==> src/rtl/paged_ram_loader_pkg.sv <==
// Shared definitions for the paged RAM and its nibble-serial program loader.
// Latency: n/a (types and constants only).
// Backpressure: n/a.
package paged_ram_loader_pkg;

  localparam int DATA_W_DEF  = 8;
  localparam int ADDR_W_DEF  = 4;
  localparam int BANK_AW_DEF = 3;

  // Loader FSM states
  typedef enum logic [1:0] {
    LD_IDLE    = 2'd0,
    LD_COLLECT = 2'd1,
    LD_WRITE   = 2'd2
  } ld_state_t;

  // Number of nibbles that make up one data word
  function automatic int nib_count(input int dw);
    return dw / 4;
  endfunction

endpackage

==> src/rtl/paged_ram_loader_ram8.sv <==
// Behavioural single-port RAM bank with registered read data.
// Latency: 1 cycle from EN0 (read) to Do0; writes land on the enabled edge.
// Backpressure: none; Do0 holds its value when the bank is idle or written.
module paged_ram_loader_ram8 #(
  parameter int DW = 8,
  parameter int AW = 3
) (
  input  logic          CLK,
  input  logic          EN0,
  input  logic          WE0,
  input  logic [AW-1:0] A0,
  input  logic [DW-1:0] Di0,
  output logic [DW-1:0] Do0
);

  logic [DW-1:0] mem [2**AW];

  // Write or read the addressed word when the bank is enabled
  always_ff @(posedge CLK) begin
    if (EN0) begin
      if (WE0) mem[A0] <= Di0;
      else     Do0     <= mem[A0];
    end
  end

endmodule

==> src/rtl/paged_ram_loader.sv <==
// Banked single-port data RAM with a nibble-serial loader that owns the port while LD_MODE is high.
// Latency: CPU read data on DOUT 1 cycle after the address; loader writes 1 cycle after the last nibble.
// Backpressure: none; CPU RI/reads are ignored and DOUT holds while the loader owns the RAM.
module paged_ram_loader
  import paged_ram_loader_pkg::*;
#(
  parameter int DATA_W  = DATA_W_DEF,
  parameter int ADDR_W  = ADDR_W_DEF,
  parameter int BANK_AW = BANK_AW_DEF
) (
  input  logic              CLK,
  input  logic              RESETn,
  input  logic [ADDR_W-1:0] ADDR,
  input  logic [DATA_W-1:0] DIN,
  input  logic              RI,
  output logic [DATA_W-1:0] DOUT,
  input  logic              LD_MODE,
  input  logic              LD_STB,
  input  logic [3:0]        LD_NIB,
  output logic [ADDR_W-1:0] LD_PTR,
  output logic              LD_WRAP
);

  localparam int NUM_BANKS = 2**(ADDR_W - BANK_AW);
  localparam int SEL_W     = ADDR_W - BANK_AW;
  localparam int NIBS      = nib_count(DATA_W);
  localparam int CNT_W     = (NIBS > 1) ? $clog2(NIBS) : 1;
  localparam logic [CNT_W-1:0]  CNT_LAST = CNT_W'(NIBS - 1);
  localparam logic [ADDR_W-1:0] PTR_MAX  = '1;

  ld_state_t         state, state_nxt;
  logic              ld_mode_q;
  logic [CNT_W-1:0]  cnt_q;
  logic [DATA_W-1:0] asm_q, wdat_q;
  logic [ADDR_W-1:0] ptr_q;
  logic              wrap_q;
  logic              ld_start, ld_shift, ld_done, ld_write;

  logic              own, cpu_rd;
  logic              ram_en, ram_we;
  logic [ADDR_W-1:0] ram_a;
  logic [DATA_W-1:0] ram_di;

  logic              rd_q;
  logic [SEL_W-1:0]  sel_q;
  logic [DATA_W-1:0] dout_hold_q;
  logic [DATA_W-1:0] bank_do [NUM_BANKS];

  // Loader state register
  always_ff @(posedge CLK) begin
    if (!RESETn) state <= LD_IDLE;
    else         state <= state_nxt;
  end

  // Loader next-state and datapath control
  always_comb begin
    state_nxt = state;
    ld_start  = 1'b0;
    ld_shift  = 1'b0;
    ld_done   = 1'b0;
    ld_write  = 1'b0;
    case (state)
      LD_IDLE: begin
        if (LD_MODE && !ld_mode_q) begin
          state_nxt = LD_COLLECT;
          ld_start  = 1'b1;
        end
      end
      LD_COLLECT: begin
        if (!LD_MODE) begin
          state_nxt = LD_IDLE;
        end else if (LD_STB) begin
          ld_shift = 1'b1;
          if (cnt_q == CNT_LAST) begin
            ld_done   = 1'b1;
            state_nxt = LD_WRITE;
          end
        end
      end
      LD_WRITE: begin
        // A strobe landing here starts the next word so no nibble is lost
        ld_write  = 1'b1;
        ld_shift  = LD_STB;
        state_nxt = LD_MODE ? LD_COLLECT : LD_IDLE;
      end
      default: state_nxt = LD_IDLE;
    endcase
  end

  // Loader datapath: nibble assembly, write-data capture, pointer and wrap flag
  always_ff @(posedge CLK) begin
    if (!RESETn) begin
      ld_mode_q <= 1'b0;
      cnt_q     <= '0;
      asm_q     <= '0;
      wdat_q    <= '0;
      ptr_q     <= '0;
      wrap_q    <= 1'b0;
    end else begin
      ld_mode_q <= LD_MODE;
      wrap_q    <= ld_write && (ptr_q == PTR_MAX);
      if (ld_start) begin
        ptr_q <= '0;
        cnt_q <= '0;
      end
      if (ld_shift) begin
        asm_q <= {asm_q[DATA_W-5:0], LD_NIB};
        cnt_q <= ld_done ? '0 : cnt_q + 1'b1;
      end
      if (ld_done)  wdat_q <= {asm_q[DATA_W-5:0], LD_NIB};
      if (ld_write) ptr_q  <= ptr_q + 1'b1;
    end
  end

  // Port arbitration: the loader owns the RAM while active or LD_MODE is high
  always_comb begin
    own    = (state != LD_IDLE) || LD_MODE;
    ram_en = RESETn && (own ? (state == LD_WRITE) : 1'b1);
    ram_we = own ? 1'b1   : RI;
    ram_a  = own ? ptr_q  : ADDR;
    ram_di = own ? wdat_q : DIN;
    cpu_rd = RESETn && !own && !RI;
  end

  // Bank select is registered alongside the read so the output mux tracks it
  always_ff @(posedge CLK) begin
    if (!RESETn) begin
      rd_q        <= 1'b0;
      sel_q       <= '0;
      dout_hold_q <= '0;
    end else begin
      rd_q        <= cpu_rd;
      dout_hold_q <= DOUT;
      if (cpu_rd) sel_q <= ADDR[ADDR_W-1:BANK_AW];
    end
  end

  for (genvar b = 0; b < NUM_BANKS; b++) begin : g_bank
    logic bank_en;
    assign bank_en = ram_en && (ram_a[ADDR_W-1:BANK_AW] == SEL_W'(b));
    paged_ram_loader_ram8 #(.DW(DATA_W), .AW(BANK_AW)) u_ram (
      .CLK (CLK),
      .EN0 (bank_en),
      .WE0 (ram_we),
      .A0  (ram_a[BANK_AW-1:0]),
      .Di0 (ram_di),
      .Do0 (bank_do[b])
    );
  end

  assign DOUT    = rd_q ? bank_do[sel_q] : dout_hold_q;
  assign LD_PTR  = ptr_q;
  assign LD_WRAP = wrap_q;

endmodule

==> config.mk <==
export PLATFORM = sky130hd
export DESIGN_NAME = paged_ram_loader
export DESIGN_NICKNAME = d
export VERILOG_FILES = /design/src/rtl/paged_ram_loader_pkg.sv /design/src/rtl/paged_ram_loader_ram8.sv /design/src/rtl/paged_ram_loader.sv
export SDC_FILE = /design/constraint.sdc
export NUM_CORES = 1
export LEC_CHECK = 0
export CORE_ASPECT_RATIO = 1.2
export CORE_MARGIN = 4
export CORE_UTILIZATION = 55
export CTS_CLUSTER_DIAMETER = 50
export CTS_CLUSTER_SIZE = 25
export DETAILED_ROUTE_END_ITERATION = 6
export GPL_ROUTABILITY_DRIVEN = 0
export GPL_TIMING_DRIVEN = 0
export HOLD_SLACK_MARGIN = 0.02
export PLACE_DENSITY = 0.71
export SLEW_MARGIN = 25
export SYNTH_ARGS = -nofsm -noshare
export SYNTH_HDL_FRONTEND = slang
export SYNTH_SLANG_ARGS = --single-unit
==> constraint.sdc <==
create_clock -name CLK -period 2.76 [get_ports CLK]
set_input_delay 0.552 -clock CLK [delete_from_list [all_inputs] [get_ports CLK]]
set_output_delay 0.552 -clock CLK [all_outputs]
set_load 0.1 [all_outputs]
# --- After elaboration in Yosys (flattened, before gate mapping) ---
# Memories as Yosys holds them, arrays and structs flattened. A register that Yosys moved wholly into a read port is not among the register bits.
# Cells that the tools add are included.
word_totals:
  ff_bits: 31
  mem_bits_rw: 128
  inputBits: 21
  output_inout_bits: 13
  wordCells: 76
  n_memories: 2
mem_list:
  columns: ["name", "words", "width", "read_ports", "rd_clocked_by_memory_dff", "write_ports", "line_no", "rtl"]
  rows:
  - ["g_bank[0].u_ram.mem", 8, 8, 1, 1, 1, "paged_ram_loader_ram8.sv:16", "logic [DW-1:0] mem [2**AW];"]
  - ["g_bank[1].u_ram.mem", 8, 8, 1, 1, 1, "paged_ram_loader_ram8.sv:16", null]
classes:
  addsub: 2
  magnitude_cmp: 1
  eq_ne: 6
  mux: 34
  bitwise_logic: 3
  n_reduce_logical: 18
op_table:
  columns: ["op", "n"]
  rows:
  - ["$mux 8", 5]
  - ["$mux 1", 20]
  - ["$mux 4", 3]
  - ["$mux 2", 4]
  - ["$logic_and 1x1->1", 7]
  - ["$ne 3x3->1 const B", 2]
  - ["$pmux 2 s3", 1]
  - ["$reduce_bool 2->1", 3]
  - ["$add 4x1->4 const B", 1]
  - ["$eq 4x4->1 const B", 1]
  - ["$reduce_and 2->1", 2]
  - ["$logic_not 1->1", 3]
  - ["$reduce_and 3->1", 1]
  - ["$eq 2x1->1 const B", 1]
  - ["$eq 2x2->1 const B", 1]
  - ["$ge 2x2->1 const B", 1]
  - ["$logic_not 2->1", 1]
  - ["$ne 2x2->1 const B", 1]
  - ["$not 1->1", 2]
  - ["$not 1->2", 1]
  - ["$pmux 1 s2", 1]
  - ["$add 1x1->1 const B", 1]
  - ["$logic_or 1x1->1", 1]

# --- Longest topological paths before layout ---
# Gate-level depths: netlist of the first run.
depth:
  word_depth: 7
  mapped_depth: 9
  mapped_depth_nobuf: 6

# --- Cells and area by module ---
# A second synthesis of the first run with hierarchy kept.
unflattened:
  hier_cells: 451
  area_unflattened_um2: 7173.1
by_module_without_submodules:
  columns: ["mod", "n_inst", "cells_each", "area_each_um2", "seq_area_each_um2"]
  rows:
  - ["paged_ram_loader_ram8", 2, 124, 2786.4, 2162.1]
  - ["paged_ram_loader", 1, 203, 1600.3, 620.6]

# --- Least setup slack after synthesis of the first run ---
# No wires, ideal clock.
synth_path:
  path_kind: "register -> output"
  start: "register rd_q"
  end: "output port DOUT[5]"
  t_arrival_ps: 2342
  required_time_ps: 2208
  path_slack_ps: -134
  path_stages_with_launch: 5
  path_buffers: 2
  path_cell_list: "dfxtp_1 > clkbuf_1 > clkbuf_1 > nor2_1 > a21oi_1"
synth_via:
  elab_chain_cells: 1
synth_rtl:
  columns: ["item", "line_no", "rtl"]
  rows:
  - ["from (decl)", "paged_ram_loader.sv:44", "logic rd_q;"]
  - ["from (signal assigned)", "paged_ram_loader.sv:132", "rd_q <= cpu_rd;"]
  - ["$mux 8", "paged_ram_loader.sv:151", "assign DOUT = rd_q ? bank_do[sel_q] : dout_hold_q;"]
  - ["to (decl)", "paged_ram_loader.sv:16", "output logic [DATA_W-1:0] DOUT,"]
# No other way between the ends.

# --- Worst setup path in the final report of the first run ---
layout_path:
  start: "register state[1]"
  end: "memory g_bank[0].u_ram.mem[3][0], enable pin"
layout_via:
  elab_chain_cells: 7
  elab_cells_between_ends: 12
  cone_classes: "eq/ne (1); mux (6); bitwise (1); reduce/logical (4)"
layout_rtl:
  columns: ["item", "line_no", "rtl"]
  rows:
  - ["from (decl)", "paged_ram_loader.sv:31", "ld_state_t state, state_nxt;"]
  - ["from (signal assigned)", "paged_ram_loader.sv:52", "else state <= state_nxt;"]
  - ["$reduce_bool 2->1", "paged_ram_loader.sv:117", "own = (state != LD_IDLE) || LD_MODE;"]
  - ["$logic_or 1x1->1", "paged_ram_loader.sv:117", null]
  - ["$mux 1 / $mux 4 (equally long branches)", "paged_ram_loader.sv:118, paged_ram_loader.sv:120", null]
  - ["$logic_and 1x1->1 / $not 1->1 (equally long branches)", "paged_ram_loader.sv:118, paged_ram_loader.sv:140", null]
  - ["$logic_and 1x1->1", "paged_ram_loader.sv:140", "assign bank_en = ram_en && (ram_a[ADDR_W-1:BANK_AW] == SEL_W'(b));"]
  - ["$mux 1", "paged_ram_loader_ram8.sv:20", "if (EN0) begin"]
  - ["$mux 1 (implied by the code)", "paged_ram_loader_ram8.sv:21", "if (WE0) mem[A0] <= Di0;"]
  - ["to (decl)", "paged_ram_loader_ram8.sv:16", null]
# Parallel ways exist; a longest one is shown, timed or not.

==> results.json, run 1 <==
{
  "route.antenna.remaining_nets": 0,
  "firstDrtPassIters": 7,
  "cts_buffers": 17,
  "root_buffer": "clkbuf_16",
  "synth_warnings": 0,
  "syn_nets": 806,
  "drive_gt1_share_pct": 9.96,
  "multi_input_area_mm2": 0.00315,
  "hp-start": "wdat_q[6]$_SDFFE_PN0P_",
  "critPathKind": "reg -> reg",
  "clk_latency_ns": 0.43,
  "cts_tree": "built",
  "synth_commonest_cells": "edfxtp_1 (144), nand2_1 (143), a21oi_1 (108)",
  "dpl_worst_slack_ns": -0.400,
  "timing.rr.end": "g_bank[0].u_ram.mem[3][0]$_DFFE_PP_",
  "max_cap_viol_count": 0,
  "yosysUniqueCellTypes": 40,
  "required_ns": 2.82,
  "hold_buffers": 0,
  "dp.cells": 1011,
  "ir_drop_mv": 0.497,
  "worstMarginPinSlew_ns": 0.990,
  "reg2reg_depth": 7,
  "ys_seq_area_share_pct": 59.6,
  "num_vias": 6205,
  "total_leakage_power_nw": 3.25,
  "synth_simple_gate_area_share_pct": 18.9,
  "hold-path-cell-count": 2,
  "grt_use_total_pct": 26.9,
  "coreArea_mm2": 0.0146,
  "cp_slowest_cell": "nor2b_1",
  "async_reset_ff_share_pct": 0,
  "fin_area_mm2": 0.00952,
  "grt_overflow": 0,
  "hold_viol": 0,
  "ys_top_cells_by_area": "edfxtp_1 (52%), nand2b_1 (7.5%), dfxtp_1 (7.5%), a21oi_1 (6.5%), nand2_1 (6.5%)",
  "boundaryPins": 34,
  "grt_pass1_wl_mm": 34.4,
  "area_growth_pct": 14.6,
  "avgRoutedWirePerCell_um": 21.3,
  "relSlewSlack_pct": 33.8,
  "yosysMostFrequentCell": "edfxtp_1",
  "fp.dieW_um": 120,
  "htree_levels": 4,
  "synth-compound-area-share_pct": 13.3,
  "initial_utilization_pct": 56.9,
  "grt_max_degree": 17,
  "synth_top_family_by_area": "simple AND/OR/NAND/NOR gates",
  "synth_ff_type": "edfxtp_1",
  "fmax_ghz": 0.350,
  "p_total_mw": 6.39,
  "drt-initial-drc-count": 761,
  "cts_sinks": 175,
  "synth_edf_count": 144,
  "final_nets": 856,
  "synthXorXnorAreaFrac_pct": 0,
  "num_rows": 48,
  "synth-seq-cells": 175,
  "avgSynthCellArea_um2": 10.6,
  "synthMuxAreaShare_pct": 4.26,
  "finalCritPeriodShare_pct": 103,
  "arrival_ns": 2.92,
  "dpl_cell_area_mm2": 0.00886,
  "fin_cells": 1043,
  "synthCells": 780,
  "postCtsSetupRepairBufs": 0,
  "cts_buffer_depth": 2,
  "clk_pin_slew_ns": 0.06,
  "drt-total-wl_mm": 22.2,
  "critPathMaxFanout": 10,
  "setup_ws_ns": -0.0961,
  "rrSetupSlack_ns": -0.1,
  "rsz0062_at_grt": "true",
  "period_minus_slack_ns": 2.86,
  "fp.dieArea_mm2": 0.0171,
  "crit_path_end_kind": "flip-flop",
  "netlist_area_mm2": 0.00830,
  "die-height_um": 143,
  "outcome": "finished with violations",
  "hold_path.class": "reg -> reg",
  "hpwl_mm": 15.8,
  "grt_pass1_vias": 6275,
  "synthAdderAreaFrac_pct": 0.753,
  "r2r-start": "state[1]$_SDFFE_PN0P_",
  "crit_start": "state[1]$_SDFFE_PN0P_",
  "slew_violations": 0,
  "setup_viol": 8,
  "diodes": 0,
  "min_to": "wdat_q[6]$_SDFFE_PN0P_",
  "power_density_mw_per_mm2": 671,
  "cp-start-kind": "flip-flop",
  "violations": "design-rule violations, negative setup slack",
  "path_cells": "inv_1 > ha_1 > and2b_4 > buf_6 > nor3b_1 > o211ai_1 > nor2b_1",
  "synth_top_cell_by_area": "edfxtp_1",
  "drc": 2,
  "synth.top_cell.area_share_pct": 52.1,
  "ff_latch_area_mm2": 0.00494,
  "antenna_found_initial": 0,
  "fill_cells": 1090,
  "fin_skew_ns": 0.00841,
  "port_buffers": 31,
  "vias_per_cell": 5.95,
  "slowest_delay_ns": 0.73
}
routing by layer:
metal	global-route usage, %	wire length (um)	vias up
met2	46.7	11200	312
li1	-	-	2860
met3	6.48	1860	58
met5	0	0	-
met4	10.9	759	0
met1	32.2	8340	2975
registers in the layout, summed over array words and instances (netlist names):
name              cells
dout_hold_q           8
rd_q                  1
g_bank.u_ram.Do0     16
ld_mode_q             1
wdat_q                8
sel_q                 1
asm_q                 4
state                 2
cnt_q                 1
LD_WRAP               1
g_bank.u_ram.mem    128
LD_PTR                4
how the worst max path moves through the flow:
stage	to	slack, ns	depth (start not counted)
after floorplan	DOUT[5]	-0.13	4
after global placement	g_bank[1].u_ram.Do0[2]$_DFFE_PP_	-0.37	8
after detailed placement	g_bank[1].u_ram.Do0[4]$_DFFE_PP_	-0.40	8
after CTS	g_bank[0].u_ram.mem[1][6]$_DFFE_PP_	0.004	8
after global routing	g_bank[1].u_ram.mem[2][5]$_DFFE_PP_	-0.17	7
final	g_bank[0].u_ram.mem[3][0]$_DFFE_PP_	-0.1	7
cells in the final DEF (no fill, tap or decap), drive strengths merged:
master	synthesis	routed
nor2	22	22
o21bai	1	1
and3	4	4
a22oi	1	1
nand4	1	1
and2	12	12
o31a	1	1
a21oi	109	109
clkbuf	30	54
buf	24	25
ha	5	5
nor3	2	2
nand2	143	143
nand2b	100	100
or4b	1	1
mux2	1	1
clkinvlp	0	4
dfxtp	31	31
clkdlybuf4s15	0	6
nand3	2	2
o21ai	52	52
inv	3	5
a21boi	9	9
clkdlybuf4s50	0	22
a32oi	1	1
and2b	1	1
o2111ai	16	16
nand4bb	2	2
edfxtp	144	144
nor3b	5	5
o31ai	1	1
nand3b	1	1
nor2b	17	17
mux2i	33	33
a31oi	1	1
clkinv	0	3
o211ai	4	4
dlymetal6s2s	0	1
power by group:
group / total, mW / internal, mW / switching, mW
registers: 2.98 / 2.96 / 0.0217
logic: 1.08 / 0.335 / 0.747
clock network: 2.33 / 1.34 / 0.987
repair_timing:
item	in CTS	in global routing
gates resized for setup	34	23
gates cloned	0	0
endpoints found under the setup margin	108	191
per-stage QoR:
step                util [%]  hold WS [ns]  TNS, ns
global route            65.2         0.467    -6.83
floorplan                  -         0.430   -0.252
detailed placement      60.7         0.452   -61.92
finish                  65.2         0.458   -0.757
CTS                     65.0         0.461        0
global placement        60.7         0.440   -47.96
cell families (layout without fill, tap and decap cells):
group	count (synthesis)	in the layout
AO/OA/AOI/OAI	196	196
adder cells (fa/ha/maj)	5	5
buffers and inverters	57	120
flip-flops	175	175
multiplexers	34	34
AND/OR/NAND/NOR	313	313
critical path, delay by kind of cell, from the launching register on:
kind,cells,cell delay [ns]
and+or+nand+nor,3,1.19
DFF,1,0.39
AOI/OAI and AO/OA,1,0.38
adders and majority gates,1,0.28
buffers and inverters,2,0.24
final cells by class:
class                   count  share of cell area, %
plain buffers              54                   2.70
well taps                 200                   2.63
flip-flops and latches    175                   52.0
clock buffers              23                   5.47
clock inverters             9                  0.736
inverters                   3                  0.118
multi-input cells         548                   33.1
repair buffers             31                   3.29
Power figures use the tool's default switching activity.
==> run 2, diff against run 1 <==
--- a/config.mk
+++ b/config.mk
@@ -7,14 +7,15 @@
 export LEC_CHECK = 0
 export CORE_ASPECT_RATIO = 1.2
 export CORE_MARGIN = 4
-export CORE_UTILIZATION = 55
+export CORE_UTILIZATION = 61
 export CTS_CLUSTER_DIAMETER = 50
 export CTS_CLUSTER_SIZE = 25
 export DETAILED_ROUTE_END_ITERATION = 6
 export GPL_ROUTABILITY_DRIVEN = 0
 export GPL_TIMING_DRIVEN = 0
 export HOLD_SLACK_MARGIN = 0.02
-export PLACE_DENSITY = 0.71
+export PLACE_DENSITY = 0.78
+export SETUP_SLACK_MARGIN = 0.1
 export SLEW_MARGIN = 25
 export SYNTH_ARGS = -nofsm -noshare
 export SYNTH_HDL_FRONTEND = slang
==> results.json, run 2 (synthesis results as in run 1) <==
{
  "fp.dieArea_mm2": 0.0155,
  "hold_path.class": "reg -> reg",
  "crit_start": "state[0]$_SDFFE_PN0P_",
  "final_cell_mix": "edfxtp_1 (144), nand2_1 (135), a21oi_1 (108)",
  "relSlewSlack_pct": 35.1,
  "max_flop_register": "g_bank.u_ram.mem",
  "port_buffers": 31,
  "hold_ws_ns": 0.455,
  "cp-start-kind": "flip-flop",
  "firstDrtPassIters": 6,
  "grt_pass1_wl_mm": 34.0,
  "boundaryPins": 34,
  "die-height_um": 136,
  "fmax_ghz": 0.382,
  "hpwl_mm": 15.5,
  "total_leakage_power_nw": 3.27,
  "r2r-start": "state[0]$_SDFFE_PN0P_",
  "required_ns": 2.82,
  "setup_viol": 0,
  "max_cap_viol_count": 0,
  "final_common_cell": "edfxtp_1",
  "fin_area_mm2": 0.00948,
  "hold_viol": 0,
  "htree_levels": 4,
  "area_growth_pct": 14.1,
  "drive_gt1_share_pct": 10.9,
  "grt_max_degree": 17,
  "critPathMaxFanout": 10,
  "final_nets": 859,
  "finalCritPeriodShare_pct": 94.8,
  "outcome": "finished, final reports clean",
  "cts_buffers": 17,
  "drt-initial-drc-count": 810,
  "drt-total-wl_mm": 22.0,
  "setup_ws_ns": 0.143,
  "dpl_worst_slack_ns": -0.371,
  "cts_buffer_depth": 2,
  "dpl_cell_area_mm2": 0.00882,
  "clk_latency_ns": 0.43,
  "fp.dieW_um": 115,
  "clk_pin_slew_ns": 0.06,
  "route.antenna.remaining_nets": 0,
  "crit_path_end_kind": "flip-flop",
  "cts_tree": "built",
  "rsz0062_at_grt": "true",
  "period_minus_slack_ns": 2.62,
  "antenna_found_initial": 1,
  "drc": 0,
  "initial_utilization_pct": 62.5,
  "grt_use_total_pct": 29.5,
  "grt_pass1_vias": 6211,
  "hp-start": "asm_q[3]$_SDFFE_PN0P_",
  "tns_ns": 0,
  "arrival_ns": 2.68,
  "coreArea_mm2": 0.0133,
  "ir_drop_mv": 0.491,
  "diodes": 0,
  "critPathKind": "reg -> reg",
  "power_density_mw_per_mm2": 657,
  "fin_skew_ns": 0.00816,
  "reg_top3": "g_bank.u_ram.mem (128), g_bank.u_ram.Do0 (16)",
  "root_buffer": "clkbuf_16",
  "vias_per_cell": 6.29,
  "num_vias": 6380,
  "avgRoutedWirePerCell_um": 21.7,
  "largest_reg_flops": 128,
  "cts_sinks": 175,
  "slew_violations": 0,
  "worstMarginPinSlew_ns": 0.970,
  "hold_buffers": 0,
  "num_rows": 46,
  "grt_overflow": 0
}
==> run 2: cell types whose count changed in the layout (fill, tap and decap cells not counted), sizes merged <==
cell	previous run	this run
clkbuf	54	53
clkinvlp	4	2
dlygate4sd2	0	2
clkdlybuf4s50	22	20
buf	25	28
clkinv	3	8
inv	5	3
==> run 2: critical path, cell delays in order, from the launching register on <==
cell	delay, ns
dfxtp_1	0.34
inv_1	0.08
ha_1	0.30
and2b_4	0.27
buf_6	0.16
and3_1	0.16
o211ai_1	0.26
nor2_1	0.68
==> run 2: path summary, 6_finish.rpt <==
path	endpoint	slack, ns	depth (start not counted)
max	g_bank[1].u_ram.mem[7][5]$_DFFE_PP_	0.14	7
min	wdat_q[7]$_SDFFE_PN0P_	0.45	2
max reg2reg	g_bank[1].u_ram.mem[7][5]$_DFFE_PP_	0.14	7
min reg2reg	wdat_q[7]$_SDFFE_PN0P_	0.45	2
==> run 2: layer usage <==
metal / wire length [um] / vias to the layer above / global-route usage, %
met1: 8030 / 3039 / 37.1
li1: - / 2862 / -
met3: 2090 / 62 / 6.39
met4: 864 / 2 / 13.3
met5: 13 / - / 0
met2: 11000 / 415 / 48.9
==> run 2: final cells by class <==
| type | instances | area [um^2] |
|---|---|---|
| Buffer | 54 | 259 |
| Clock buffer | 22 | 464 |
| Clock inverter | 10 | 66.3 |
| Fill cell | 941 | 3820 |
| Inverter | 3 | 11.3 |
| Multi-Input combinational cell | 548 | 3190 |
| Sequential cell | 175 | 4940 |
| Tap cell | 168 | 210 |
| Timing Repair Buffer | 34 | 333 |
==> run 2: timing repair <==
item / 4_1_cts / 5_1_grt
gates resized for setup: 43 / 29
setup buffers: 0 / 3
endpoints found under the setup margin: 89 / 239
pin swaps: 0 / 2
==> run 2: power breakdown <==
group	total (mW)	internal, mW	switching [mW]
Clock	2.16	1.19	0.968
Combinational	1.09	0.338	0.748
Sequential	2.98	2.96	0.0221
Total	6.23	4.49	1.74
==> run 2: stage by stage <==
stage,cells,utilization [%],power [mW]
finish,1014,71.3,6.23
global route,1014,71.3,6.43
CTS,1011,70.5,6.20
detailed placement,979,66.4,4.09
global placement,979,66.4,4.05
floorplan,780,-,3.75
==> run 3, diff against run 2 <==
--- a/config.mk
+++ b/config.mk
@@ -9,7 +9,6 @@
 export CORE_MARGIN = 4
 export CORE_UTILIZATION = 61
 export CTS_CLUSTER_DIAMETER = 50
-export CTS_CLUSTER_SIZE = 25
 export DETAILED_ROUTE_END_ITERATION = 6
 export GPL_ROUTABILITY_DRIVEN = 0
 export GPL_TIMING_DRIVEN = 0
==> results of run 3 <==
Same layout as run 2: the final DEF is identical, and so are final timing and power.
